===== src/rtl/ccff_chain_driver.sv =====
// Configuration-chain segment driver: serializes host words MSB-first into
// ccff_head and gates the chain shift. Bits leaving ccff_tail (the previous
// chain contents) are collected back into words. cfg_done is raised after the
// whole chain is loaded and the final readback word has been pushed.
module ccff_chain_driver #(
  parameter int CHAIN_LEN = 16,
  parameter int DATA_W    = 8
) (
  input  logic              prog_clk,
  input  logic              prog_reset,
  input  logic              start,
  input  logic              s_valid,
  input  logic [DATA_W-1:0] s_data,
  output logic              s_ready,
  output logic              ccff_head,
  input  logic              ccff_tail,
  output logic              ccff_shift_en,
  output logic              busy,
  output logic              cfg_done,
  output logic              rb_valid,
  output logic [DATA_W-1:0] rb_data,
  input  logic              rb_ready
);

  localparam int NWORDS = (CHAIN_LEN + DATA_W - 1) / DATA_W;
  localparam int CNT_W  = $clog2(CHAIN_LEN + 1);
  localparam int WC_W   = $clog2(NWORDS + 1);
  localparam int IDX_W  = $clog2(DATA_W);
  localparam int REM    = CHAIN_LEN % DATA_W;
  // Left-align a short final readback word; zeros fill the low bits.
  localparam int PAD    = (REM == 0) ? 0 : DATA_W - REM;

  localparam logic [CNT_W-1:0] CL       = CNT_W'(CHAIN_LEN);
  localparam logic [CNT_W-1:0] CL_M1    = CNT_W'(CHAIN_LEN - 1);
  localparam logic [WC_W-1:0]  NW       = WC_W'(NWORDS);
  localparam logic [IDX_W-1:0] IDX_LAST = IDX_W'(DATA_W - 1);

  typedef enum logic [1:0] {IDLE, LOAD, DONE} state_t;

  state_t            state;
  logic [DATA_W-1:0] hold;
  logic              hold_valid;
  logic [IDX_W-1:0]  bit_idx;
  logic [CNT_W-1:0]  bit_cnt;
  logic [WC_W-1:0]   word_cnt;
  logic [DATA_W-1:0] rb_asm;
  logic [IDX_W-1:0]  rb_cnt;
  logic              fin;      // final readback word has been pushed
  logic              shift;
  logic [DATA_W-1:0] hold_sh;

  // Shift stalls when the next tail bit would complete a word while the
  // previous readback word is still unconsumed.
  assign shift         = hold_valid & ~(rb_valid & (rb_cnt == IDX_LAST));
  assign hold_sh       = hold << bit_idx;
  assign ccff_head     = shift & hold_sh[DATA_W-1];
  assign ccff_shift_en = shift;
  assign busy          = (state == LOAD);
  assign s_ready       = (state == LOAD) & ~hold_valid & (word_cnt < NW);

  // Load FSM, hold register, readback assembly and completion.
  always_ff @(posedge prog_clk) begin
    if (!prog_reset) begin
      state      <= IDLE;
      hold       <= '0;
      hold_valid <= 1'b0;
      bit_idx    <= '0;
      bit_cnt    <= '0;
      word_cnt   <= '0;
      rb_asm     <= '0;
      rb_cnt     <= '0;
      rb_valid   <= 1'b0;
      rb_data    <= '0;
      cfg_done   <= 1'b0;
      fin        <= 1'b0;
    end else begin
      if (rb_valid && rb_ready) rb_valid <= 1'b0;
      case (state)
        IDLE, DONE: begin
          if (start) begin
            state      <= LOAD;
            cfg_done   <= 1'b0;
            hold_valid <= 1'b0;
            bit_idx    <= '0;
            bit_cnt    <= '0;
            word_cnt   <= '0;
            rb_asm     <= '0;
            rb_cnt     <= '0;
            fin        <= 1'b0;
          end
        end
        LOAD: begin
          if (s_valid && s_ready) begin
            hold       <= s_data;
            hold_valid <= 1'b1;
            bit_idx    <= '0;
            word_cnt   <= word_cnt + WC_W'(1);
          end
          if (shift) begin
            bit_idx <= bit_idx + IDX_W'(1);
            bit_cnt <= bit_cnt + CNT_W'(1);
            rb_asm  <= {rb_asm[DATA_W-2:0], ccff_tail};
            // Hold empties after its last bit, or the last chain bit of a short word.
            if (bit_idx == IDX_LAST || bit_cnt == CL_M1) hold_valid <= 1'b0;
            if (rb_cnt == IDX_LAST) begin
              rb_data  <= {rb_asm[DATA_W-2:0], ccff_tail};
              rb_valid <= 1'b1;
              rb_cnt   <= '0;
              if (bit_cnt == CL_M1) fin <= 1'b1;
            end else begin
              rb_cnt <= rb_cnt + IDX_W'(1);
            end
          end
          // Partial final readback word, once the output slot is free.
          if (bit_cnt == CL && !fin && (!rb_valid || rb_ready)) begin
            rb_data  <= rb_asm << PAD;
            rb_valid <= 1'b1;
            rb_cnt   <= '0;
            fin      <= 1'b1;
          end
          if (fin) begin
            state    <= DONE;
            cfg_done <= 1'b1;
          end
        end
        default: state <= IDLE;
      endcase
    end
  end

endmodule


===== config.mk =====
export PLATFORM = sky130hd
export DESIGN_NAME = ccff_chain_driver
export DESIGN_NICKNAME = d
export VERILOG_FILES = /design/src/rtl/ccff_chain_driver.sv
export SDC_FILE = /design/constraint.sdc
export NUM_CORES = 1
export LEC_CHECK = 0
export BUFFER_PORTS_ARGS = -buffer_cell sky130_fd_sc_hd__buf_2
export CORE_UTILIZATION = 36
export DETAILED_ROUTE_END_ITERATION = 8
export REMOVE_ABC_BUFFERS = 1
export SLEW_MARGIN = 20
export SYNTH_ARGS = -nofsm -noshare
export SYNTH_HDL_FRONTEND = slang
export SYNTH_SLANG_ARGS = --single-unit

===== constraint.sdc =====
create_clock -name prog_clk -period 2.89 [get_ports prog_clk]
set_input_delay 0.4335 -clock prog_clk [delete_from_list [all_inputs] [get_ports prog_clk]]
set_output_delay 0.4335 -clock prog_clk [all_outputs]
set_load 0.1 [all_outputs]

After elaboration in Yosys (flattened, before gate mapping):

Index checks and enable logic that the tools add are counted.
Widths: inputs -> output; s select.

* register bits: 43
* input bits: 14

* add/sub/neg operators: 4
* magnitude comparators: 1
* equal/unequal tests: 14
* shifts and indexed selects: 1
* muxes and demuxes: 40
* bitwise operators: 7
* reduce and logical (&&, ||, !) cells: 23

Operators with widths (number)
* $mux 8: 5
* $mux 3: 6
* $reduce_and 3->1: 6
* $pmux 8 s2: 1
* $mux 1: 14
* $ne 3x1->1 const B: 4
* $pmux 3 s2: 2
* $mux 5: 2
* $pmux 5 s2: 1
* $mux 2: 4
* $pmux 2 s2: 2
* $shl 8x3->8: 1
* $add 3x1->3 const B: 2
* $eq 3x3->1 const B: 2
* $ne 2x1->1 const B: 3
* $pmux 1 s2: 3
* $reduce_and 2->1: 3
* $reduce_bool 2->1: 3
* $add 5x1->5 const B: 1
* $and 1x1->1: 5
* $eq 5x4->1 const B: 1
* $eq 5x5->1 const B: 1
* $reduce_and 5->1: 1
* $logic_and 1x1->1: 4
* other kinds (10): 13

Depth between registers and ports, before layout:

* word-level depth: 8
* gate-level depth with buffers: 8
* mapped depth without buffers: 7

Least setup slack after synthesis:

OpenSTA, ideal clock, no wires.

* kind: register to register
* start point: reg word_cnt[1]
* end point: reg bit_idx[0]
* data arrival time: 2.945 ns
* path slack: -0.170 ns
* stages on the path, launching flop included: 5
* path buffers: 0
* clock period less this slack: 3.060 ns
* cells stage by stage: dfxtp_1 > nor4b_2 > a21oi_1 > and3_1 > o21a_1

* cells in the longest elaborated chain, start to end: 5

Ends and longest elaborated chain
* from (decl): line 45 `logic [WC_W-1:0] word_cnt;`
* from (signal assigned): line 97 `word_cnt <= word_cnt + WC_W'(1);`
* $lt 2x2->1: line 59 `assign s_ready = (state == LOAD) & ~hold_valid & (word_cnt < NW);`
* $and 1x1->1: line 59
* net s_ready: line 14 `output logic s_ready,`
* $logic_and 1x1->1: line 93 `if (s_valid && s_ready) begin`
* $ne 3x1->1 (no source line)
* $reduce_and 3->1 (no source line)
* to (signal assigned): line 100 `bit_idx <= bit_idx + IDX_W'(1);`
* to (decl): line 43 `logic [IDX_W-1:0] bit_idx;`

The timed path passes the listed nets, and every way through them passes these cells.
A chain may end at the register's enable or synchronous reset.

Worst setup path after layout:

* start point: reg rb_cnt[0]
* end point: out ccff_shift_en

* cells in the longest elaborated chain, start to end: 4

Ends and longest elaborated chain
* from (decl): line 47 `logic [IDX_W-1:0] rb_cnt;`
* from (signal assigned): line 111 `rb_cnt <= rb_cnt + IDX_W'(1);`
* $eq 3x3->1: line 54 `assign shift = hold_valid & ~(rb_valid & (rb_cnt == IDX_LAST));`
* $and 1x1->1: line 54
* $not 1->1: line 54
* $and 1x1->1: line 54
* to (decl): line 17 `output logic ccff_shift_en,`

Every way passes these cells.

==> impl_metrics.py <==
metrics = {
    "clock_tree": {
        "clock_path_buffers": 2,
        "root_buffer": "clkbuf_8",
        "cts_num_sinks": 43,
        "path_clk_slew_ns": 0.08,
        "numCtsBuffers": 5,
        "cts-resized-gates": 0,
        "cts_setup_buffers": 0,
        "cts_max_level": 2,
        "cts_tree": "done",
        "clk_latency_ns": 0.29,
        "cts-hold-fix-buffers": 0,
    },
    "placement": {
        "gp_congestion": 0.714,
        "place_area_um2": 2200,
        "dp.cells": 301,
        "port_buffers": 27,
        "hpwl_um": 2870,
        "preCtsSetupSlack_ns": 0.780,
    },
    "global_route": {
        "grt_start_max_net_pins": 25,
        "grt_pass1_vias": 1434,
        "grt_util_met2": 0.204,
        "track_usage": 0.147,
        "use_met3": 0.0393,
        "use_met1": 0.212,
        "grt_antenna_before_repair": 0,
        "grt.busiest_layer": "met1",
        "grt_pass1_wl_um": 6870,
        "grt_overflow": 0,
    },
    "setup_path": {
        "cp-start-kind": "flop",
        "critical_path_buf_inv_count": 2,
        "r2r_start": "rb_cnt[0]$_SDFFE_PN0P_",
        "r2r_cells": 6,
        "crit_fanout": 5,
        "slowest_delay_ns": 0.44,
        "path_class": "reg -> out",
        "cpMaxStageDelayCell": "buf_2",
        "endpoint_kind": "output port",
        "cp_common_cell": "ha_1",
        "arrival_ns": 1.88,
        "cp_top_family": "buffers and inverters",
        "cp_cell_sequence": "ha_1 -> ha_1 -> a21bo_2 -> inv_2 -> buf_2",
        "worst-path-stages": 5,
        "regToRegSetupSlack_ns": 0.77,
        "timing.rr.end": "hold_valid$_SDFFE_PN0P_",
        "critPathRequiredTime_ns": 2.46,
    },
    "synthesis": {
        "synth-seq-area-share": 0.429,
        "avgSynthCellArea_um2": 9.47,
        "synthCells": 212,
        "yosys_register_bits": 43,
        "syn_area_um2": 2010,
        "yosys_warnings": 0,
        "netlist-cell-type-count": 41,
    },
    "worst_hold_path": {
        "hold_class": "in -> reg",
        "min_path_cells": 3,
        "hold_end": "hold[3]$_SDFFE_PN0P_",
        "hp-start": "s_data[3]",
    },
    "final_layout": {
        "nFillCells": 524,
        "num_antenna_cells": 0,
        "fin_area_um2": 2290,
        "final_cells": 308,
        "nets": 259,
        "area_growth_syn_to_layout_pct": 13.9,
        "seqCellArea_um2": 861,
        "multi_input_area_um2": 1080,
        "drive_gt1_frac": 0.244,
        "final_common_cell": "dfxtp_1",
        "mostFrequentLayoutCells": "dfxtp_1, nand2_1, buf_2, a21boi_0, nand3_1",
    },
    "routing": {
        "vias": 1579,
        "wl_um": 4030,
        "wire_per_inst_um": 13.1,
        "first_pass_iters": 4,
        "ant_nets": 0,
        "drt-vias-per-instance": 5.13,
        "drtIter0Drc": 84,
        "drcViolationCount": 0,
    },
    "timing": {
        "skew_ns": 0.00515,
        "slew_headroom": 0.459,
        "setup_violations": 0,
        "hold_viol": 0,
        "drv_slew": 0,
        "rsz0062_at_grt": "no",
        "clock.fmax_ghz": 0.433,
        "final.min_clock_period_ns": 2.31,
        "fin_crit_sh": 0.799,
        "tightestPinTransition_ns": 0.809,
        "worst_slack_ns": 0.581,
    },
    "power": {
        "static-leakage-power_nw": 0.882,
        "ir_drop_uv": 287,
        "power_density_nw_per_um2": 485,
    },
    "die": {
        "boundaryPins": 28,
        "die_h_um": 76.7,
        "core_um2": 5240,
        "die_w_um": 76.7,
        "rows": 26,
        "dieArea_um2": 5880,
        "initial_core_util": 0.383,
    },
    "run": {
        "max_cap_viol_count": 0,
    },
    "run_status": {
        "status": "completed",
    },
}
[state kept, by name (all words and copies together), names as in the netlist]
signal      count
word_cnt        2
rb_cnt          3
cfg_done        1
rb_valid        1
rb_asm          8
bit_cnt         5
rb_data         8
hold            8
state           2
hold_valid      1
fin             1
bit_idx         3
[final cells by class]
class	count	area share
timing repair buffer	28	0.0624
sequential	43	0.377
clock buffer	6	0.0361
tap	70	0.0383
multi-input combinational	153	0.472
inverter	7	0.0126
clock inverter	1	0.00219
[metrics by stage]
stage	TNS (ns)	power, mW	util	hold WS (ns)
3_3_place_gp	0	0.735	0.420	0.447
5_1_grt	0	1.16	0.436	0.387
3_5_place_dp	0	0.735	0.420	0.449
4_1_cts	0	1.13	0.436	0.372
6_report	0	1.11	0.436	0.379
2_1_floorplan	-1.30	0.699	-	0.440
[how the worst max path moves through the flow]
stage / from / end / slack, ns
floorplan: word_cnt[1]$_SDFFE_PN0P_ / bit_idx[0]$_SDFFE_PN0P_ / -0.17
finish: rb_cnt[0]$_SDFFE_PN0P_ / ccff_shift_en / 0.58
detailed placement: rb_cnt[0]$_SDFFE_PN0P_ / hold_valid$_SDFFE_PN0P_ / 0.78
global route: rb_cnt[0]$_SDFFE_PN0P_ / ccff_head / 0.49
CTS: rb_cnt[0]$_SDFFE_PN0P_ / ccff_shift_en / 0.57
global placement: rb_cnt[0]$_SDFFE_PN0P_ / hold_valid$_SDFFE_PN0P_ / 0.85
[synth_stat cells (all sizes together)]
master  instances  area (um2)
a31oi           1        6.26
a22oi           2        15.0
nand2          32         120
a32o            1        10.0
and3            3        20.0
inv             7        28.8
nor2b           6        37.5
nand3          16        85.1
o31ai           1        12.5
nand4b          1        8.76
o21a           10        75.1
buf             4        20.0
mux2i           2        20.0
clkbuf          5        18.8
a21boi         19         143
a21bo           1        10.0
o221a           8        90.1
a22o            1        8.76
or3             2        12.5
nor3            2        10.0
dfxtp          43         861
and2            7        46.3
a21oi           6        41.3
mux4            2        45.0
and3b           1        8.76
ha              7        87.6
mux2            1        15.0
nor4b           3        53.8
nor2            7        28.8
nand4           1        12.5
nand2b          4        25.0
o21ai           6        30.0
[metal layers]
metal / routed length [um] / vias up
met3: 146 / 7
met4: 61 / 0
li1: - / 805
met5: 0 / -
met2: 1700 / 29
met1: 2120 / 738
[power by group]
part / switching (mW) / internal, mW / total (mW)
clock: 0.201 / 0.188 / 0.389
sequential: 0.00686 / 0.601 / 0.608
combinational: 0.0772 / 0.0355 / 0.113
[worst reg2reg max path: cells and delay by family, from the launching register on]
| kind | cells | cell delay (ns) |
|---|---|---|
| fa+ha+maj | 2 | 0.42 |
| compound gates | 2 | 0.44 |
| flops | 1 | 0.33 |
| simple gates | 2 | 0.82 |
[kinds of logic after synthesis]
family          synth area share
compound gates             0.220
fa+ha+maj                 0.0436
buf+inv                   0.0337
flops                      0.429
mux                       0.0399
simple gates               0.234
(Power assumes the default switching activity.)
